===== src/rtl/sample_link_pkg.sv =====
// Shared definitions for the sample serial link (transmitter and receiver).
// Holds the state encoding, the default word width and a counter-width helper.
package sample_link_pkg;

    typedef enum logic [1:0] {
        ST_IDLE   = 2'd0,
        ST_SHIFT  = 2'd1,
        ST_PARITY = 2'd2,
        ST_GAP    = 2'd3
    } link_state_t;

    localparam int DEF_DATA_W = 12;

    // Ceiling log2, never below 1 so a counter always has at least one bit.
    function automatic int clog2(input int n);
        int r;
        r = 1;
        for (int i = 1; i < 31; i++) begin
            if ((1 << i) < n) r = i + 1;
        end
        return r;
    endfunction

endpackage


===== src/rtl/sample_serial_tx_bit_tick.sv =====
// Bit-period prescaler: pulses tick on the last clk of every CLK_DIV-cycle period.
// Ports: clk, reset (sync, active-high), clear (restart period), tick (1-cycle pulse).
module tx_bit_tick
    import sample_link_pkg::*;
#(
    parameter int CLK_DIV = 1
) (
    input  logic clk,
    input  logic reset,
    input  logic clear,
    output logic tick
);

    localparam int DIV_W = clog2(CLK_DIV + 1);
    localparam logic [DIV_W-1:0] DIV_LAST = DIV_W'(CLK_DIV - 1);

    logic [DIV_W-1:0] div_q;
    logic [DIV_W-1:0] div_d;

    assign tick = (div_q == DIV_LAST);

    always_comb begin
        div_d = div_q + 1'b1;
        if (clear || tick) div_d = '0;
    end

    always_ff @(posedge clk) begin
        if (reset) begin
            div_q <= '0;
        end else begin
            div_q <= div_d;
        end
    end

endmodule


===== src/rtl/sample_serial_tx.sv =====
// Parallel-to-serial sample transmitter: MSB first, optional even parity, idle gap.
// Ports: clk, reset (sync, active-high), in_data/in_valid/in_ready (handshake),
//        sdo (serial data), sframe (data/parity active), busy, word_count (frames sent).
module sample_serial_tx
    import sample_link_pkg::*;
#(
    parameter int DATA_W     = DEF_DATA_W,
    parameter int CLK_DIV    = 1,
    parameter int PARITY_EN  = 1,
    parameter int GAP_CYCLES = 2,
    parameter int COUNT_W    = 16
) (
    input  logic               clk,
    input  logic               reset,
    input  logic [DATA_W-1:0]  in_data,
    input  logic               in_valid,
    output logic               in_ready,
    output logic               sdo,
    output logic               sframe,
    output logic               busy,
    output logic [COUNT_W-1:0] word_count
);

    localparam int BIT_W = clog2(DATA_W + 1);
    localparam int GAP_W = clog2(GAP_CYCLES + 1);
    localparam logic [BIT_W-1:0] BIT_LAST = BIT_W'(DATA_W - 1);
    localparam logic [GAP_W-1:0] GAP_LAST = GAP_W'(GAP_CYCLES - 1);

    link_state_t        state_q, state_d;
    logic [DATA_W-1:0]  shreg_q, shreg_d;
    logic [BIT_W-1:0]   bit_q, bit_d;
    logic [GAP_W-1:0]   gap_q, gap_d;
    logic               par_q, par_d;
    logic               sdo_q, sdo_d;
    logic               sframe_q, sframe_d;
    logic               rdy_q, rdy_d;
    logic [COUNT_W-1:0] wcnt_q, wcnt_d;
    logic               accept;
    logic               tick;
    logic               enter_tail;

    // in_ready is only ever high in IDLE, so it alone qualifies the accept.
    assign accept = in_valid & rdy_q;

    tx_bit_tick #(
        .CLK_DIV(CLK_DIV)
    ) u_tick (
        .clk  (clk),
        .reset(reset),
        .clear(accept),
        .tick (tick)
    );

    always_comb begin
        state_d    = state_q;
        shreg_d    = shreg_q;
        bit_d      = bit_q;
        gap_d      = gap_q;
        par_d      = par_q;
        sdo_d      = sdo_q;
        sframe_d   = sframe_q;
        rdy_d      = rdy_q;
        wcnt_d     = wcnt_q;
        enter_tail = 1'b0;

        unique case (state_q)
            ST_IDLE: begin
                if (accept) begin
                    shreg_d  = in_data;
                    par_d    = 1'b0;
                    bit_d    = '0;
                    sdo_d    = in_data[DATA_W-1];
                    sframe_d = 1'b1;
                    rdy_d    = 1'b0;
                    state_d  = ST_SHIFT;
                end
            end
            ST_SHIFT: begin
                if (tick) begin
                    // Bit currently on the line sits in the shift reg MSB.
                    par_d = par_q ^ shreg_q[DATA_W-1];
                    if (bit_q == BIT_LAST) begin
                        wcnt_d = wcnt_q + 1'b1;
                        if (PARITY_EN != 0) begin
                            sdo_d   = par_q ^ shreg_q[DATA_W-1];
                            state_d = ST_PARITY;
                        end else begin
                            enter_tail = 1'b1;
                        end
                    end else begin
                        bit_d   = bit_q + 1'b1;
                        shreg_d = {shreg_q[DATA_W-2:0], 1'b0};
                        sdo_d   = shreg_q[DATA_W-2];
                    end
                end
            end
            ST_PARITY: begin
                if (tick) enter_tail = 1'b1;
            end
            ST_GAP: begin
                if (tick) begin
                    if (gap_q == GAP_LAST) begin
                        rdy_d   = 1'b1;
                        state_d = ST_IDLE;
                    end else begin
                        gap_d = gap_q + 1'b1;
                    end
                end
            end
            default: begin
                state_d = ST_IDLE;
                rdy_d   = 1'b1;
            end
        endcase

        // Frame body finished: drop the line and go to the gap or straight to idle.
        if (enter_tail) begin
            sdo_d    = 1'b0;
            sframe_d = 1'b0;
            gap_d    = '0;
            if (GAP_CYCLES > 0) begin
                state_d = ST_GAP;
            end else begin
                rdy_d   = 1'b1;
                state_d = ST_IDLE;
            end
        end
    end

    always_ff @(posedge clk) begin
        if (reset) begin
            state_q  <= ST_IDLE;
            shreg_q  <= '0;
            bit_q    <= '0;
            gap_q    <= '0;
            par_q    <= 1'b0;
            sdo_q    <= 1'b0;
            sframe_q <= 1'b0;
            rdy_q    <= 1'b1;
            wcnt_q   <= '0;
        end else begin
            state_q  <= state_d;
            shreg_q  <= shreg_d;
            bit_q    <= bit_d;
            gap_q    <= gap_d;
            par_q    <= par_d;
            sdo_q    <= sdo_d;
            sframe_q <= sframe_d;
            rdy_q    <= rdy_d;
            wcnt_q   <= wcnt_d;
        end
    end

    assign in_ready   = rdy_q;
    assign sdo        = sdo_q;
    assign sframe     = sframe_q;
    assign busy       = (state_q != ST_IDLE);
    assign word_count = wcnt_q;

endmodule


===== config.mk =====
export PLATFORM = sky130hd
export DESIGN_NAME = sample_serial_tx
export DESIGN_NICKNAME = d
export VERILOG_FILES = /design/src/rtl/sample_link_pkg.sv /design/src/rtl/sample_serial_tx_bit_tick.sv /design/src/rtl/sample_serial_tx.sv
export SDC_FILE = /design/constraint.sdc
export NUM_CORES = 1
export LEC_CHECK = 0
export BUFFER_PORTS_ARGS = -buffer_cell sky130_fd_sc_hd__buf_2
export CAP_MARGIN = 5
export CORE_ASPECT_RATIO = 1.5
export CORE_UTILIZATION = 45
export DETAILED_ROUTE_END_ITERATION = 10
export PLACE_DENSITY = 0.67
export SLEW_MARGIN = 15
export SYNTH_ARGS = -nofsm -noshare
export SYNTH_HDL_FRONTEND = slang
export SYNTH_HIERARCHICAL = 1
export SYNTH_SLANG_ARGS = --single-unit

===== constraint.sdc =====
create_clock -name clk -period 2.35 [get_ports clk]
set_input_delay 0.3525 -clock clk [delete_from_list [all_inputs] [get_ports clk]]
set_output_delay 0.3525 -clock clk [all_outputs]
set_load 0.05 [all_outputs]

==> out/results.ini <==
[die]
dieArea_sq_um=4500
core_area_sq_um=3990
die_height_microns=81.7
die_w_microns=55.1
initial_utilization_pct=47.7
row_count=28
num_io_pins=35

[yosys]
synth_edf_count=0
synth.area.top_cells=dfxtp_1, nand2_1, nor2_1
synth_top_area_share_pct=43.1
syn-num-nets=256
synth_cell_type_count=41
synth_seq_cells=41
synth_cells=238
async_flop_share_pct=0
yosys_warnings=6
syn_avg_cell_area_sq_um=8.00
seq_area_frac_synth_pct=43.1
yosys.area.top_type=dfxtp_1
syn-cell-area_sq_um=1900
synthFlopType=dfxtp_1

[clock_tree]
postCtsSetupBuffers=0
clk_path_buf_depth=2
cts_buffers=5
clk_pin_slew_ns=0.08
postCtsHoldBufs=0
cts_sinks=41
clk_latency_ns=0.29
cts_tree=done
cts_resized=0
cts_root_buf=clkbuf_8
ctsHtreeMaxLevel=2

[final_layout]
fillers=409
instances_no_fill=314
drive_gt1_share_pct=18.6
finish.utilization_pct=54.8
diodes=0
nets=286
final_common_cell=dfxtp_1
area_delta_synth_final_pct=14.9
final_cell_mix=dfxtp_1, buf_2, nand2_1

[detailed_routing]
postRouteAntennaNets=0
wl_microns=3980
viasPerCell=5.56
via_count=1746
routedWlPerCell_microns=12.7
drc=0
drt-pass1-iter-count=4
drt_iter0_markers=66

[placed_design]
dp_cells=306
place.gp.congestion=0.731
hpwl_microns=2750
io_buffers=34

[timing]
slew_viol_final=0
fin_crit_ns=2.15
worstMarginPinSlew_ns=0.663
setup-violations-final=0
fin_skew_ns=0.00513
rsz0062_at_grt=no
max_freq_mhz=466
slew_headroom_pct=55.8
fin_tns_setup_ns=0
hold_violations=0
finalCritPeriodShare_pct=91.3

[setup_path]
crit_slowest_cell=or4b_1
worstPathArrival_ns=2.37
cp_slowest_stage_delay_ns=0.70
path_class=reg2reg
worstSetupEndpointType=flop
startpoint_type=flop
worstPathMaxFanout=9
crit_chain=ha_1 -> nand3b_1 -> or4b_1 -> or4_1 -> a21oi_1
worstPathRequired_ns=2.57

[global_route]
grt-ovfl-total=0
grt.total_usage_pct=19.9
antenna_found_initial=0
grt_max_degree=38
grt_pass1_vias=1552
grt_pass1_wl_microns=6510

[status]
run_status=finished, final reports clean

[min_path]
hold_class=in2reg

[pwr]
power_density_nw_per_um2=630
irDropWorstVdd_mv=0.478
p_leak_nw=0.861

[run]
cap_violations=0

==> worst paths after layout <==
kind                                start                           to  slack (ns)  depth (start not counted)
setup / recovery    bit_q[1]$_SDFFE_PP0P_  word_count[14]$_SDFFE_PP0P_        0.20                          5
hold / removal                 in_data[2]      shreg_q[2]$_SDFFE_PP0P_        0.32                          3
setup reg to reg    bit_q[1]$_SDFFE_PP0P_  word_count[14]$_SDFFE_PP0P_        0.20                          5
hold reg to reg   shreg_q[5]$_SDFFE_PP0P_      shreg_q[6]$_SDFFE_PP0P_        0.48                          2
==> where the power goes <==
group	internal [mW]	switching [mW]
combinational	0.0675	0.116
sequential	0.730	0.0222
clock	0.206	0.237
==> registers in the layout (all words and copies together) (netlist names) <==
| name | count |
|---|---|
| bit_q | 4 |
| gap_q | 2 |
| in_ready | 1 |
| par_q | 1 |
| sdo | 1 |
| sframe | 1 |
| shreg_q | 12 |
| state_q | 2 |
| u_tick/div_q | 1 |
| word_count | 16 |
==> worst max-delay path: cells and delay by family, from the launching register on <==
| family | cells | cell delay [ns] |
|---|---|---|
| simple gates | 3 | 1.34 |
| flops | 1 | 0.39 |
| fa+ha+maj | 1 | 0.20 |
| compound gates | 1 | 0.15 |
==> cell usage after synthesis, types with 2 or more instances <==
cell type,count
a22oi_1,3
buf_2,2
or2_2,2
inv_1,8
nor3_1,4
xnor2_1,6
nor4_1,3
nor2_1,28
dfxtp_1,41
ha_1,3
o21ai_0,12
a311oi_1,11
and2_1,2
and3_1,2
o31ai_1,2
nand4_1,3
a21oi_1,19
mux2i_1,3
or3_1,9
a31oi_1,2
nand3b_1,3
or4_1,3
clkbuf_1,13
nand2_1,32
nand3_1,6
==> logic make-up (layout without fill, tap and decap cells) <==
group | count (synthesis) | in the layout | synth area share, %
AO/OA/AOI/OAI | 54 | 54 | 17.9
AND/OR/NAND/NOR | 105 | 105 | 27.1
XOR/XNOR | 7 | 7 | 3.22
other | 1 | 1 | 0.197
adder cells (fa/ha/maj) | 3 | 3 | 1.97
multiplexers | 3 | 3 | 1.58
flip-flops | 41 | 41 | 43.1
buffers and inverters | 24 | 55 | 4.86
==> final cells by class <==
cell class,instances,area [sq um],area share (%)
well taps,45,56.3,2.57
clock inverters,2,10.0,0.457
clock buffers,6,72.6,3.32
inverters,8,30.0,1.37
flip-flops and latches,41,821,37.5
repair buffers,39,208,9.49
multi-input cells,173,991,45.3
==> stage by stage <==
stage / power [mW] / hold slack [ns] / setup slack [ns] / area [sq um]
2_1_floorplan: 0.907 / 0.447 / 0.127 / 1900
3_3_place_gp: 0.951 / 0.464 / 0.324 / 2110
6_report: 1.38 / 0.316 / 0.205 / 2190
3_5_place_dp: 0.953 / 0.474 / 0.266 / 2110
4_1_cts: 1.39 / 0.310 / 0.201 / 2190
5_1_grt: 1.44 / 0.317 / 0.0834 / 2190
==> layer usage <==
metal,vias up,track usage (%),share of wire (%)
li1,901,-,-
met2,43,36.1,52
met4,0,6.75,1.5
met1,796,21.6,43
met3,6,4.44,4.0
met5,-,0,0
Note: power is estimated with default switching activity, not from simulation.
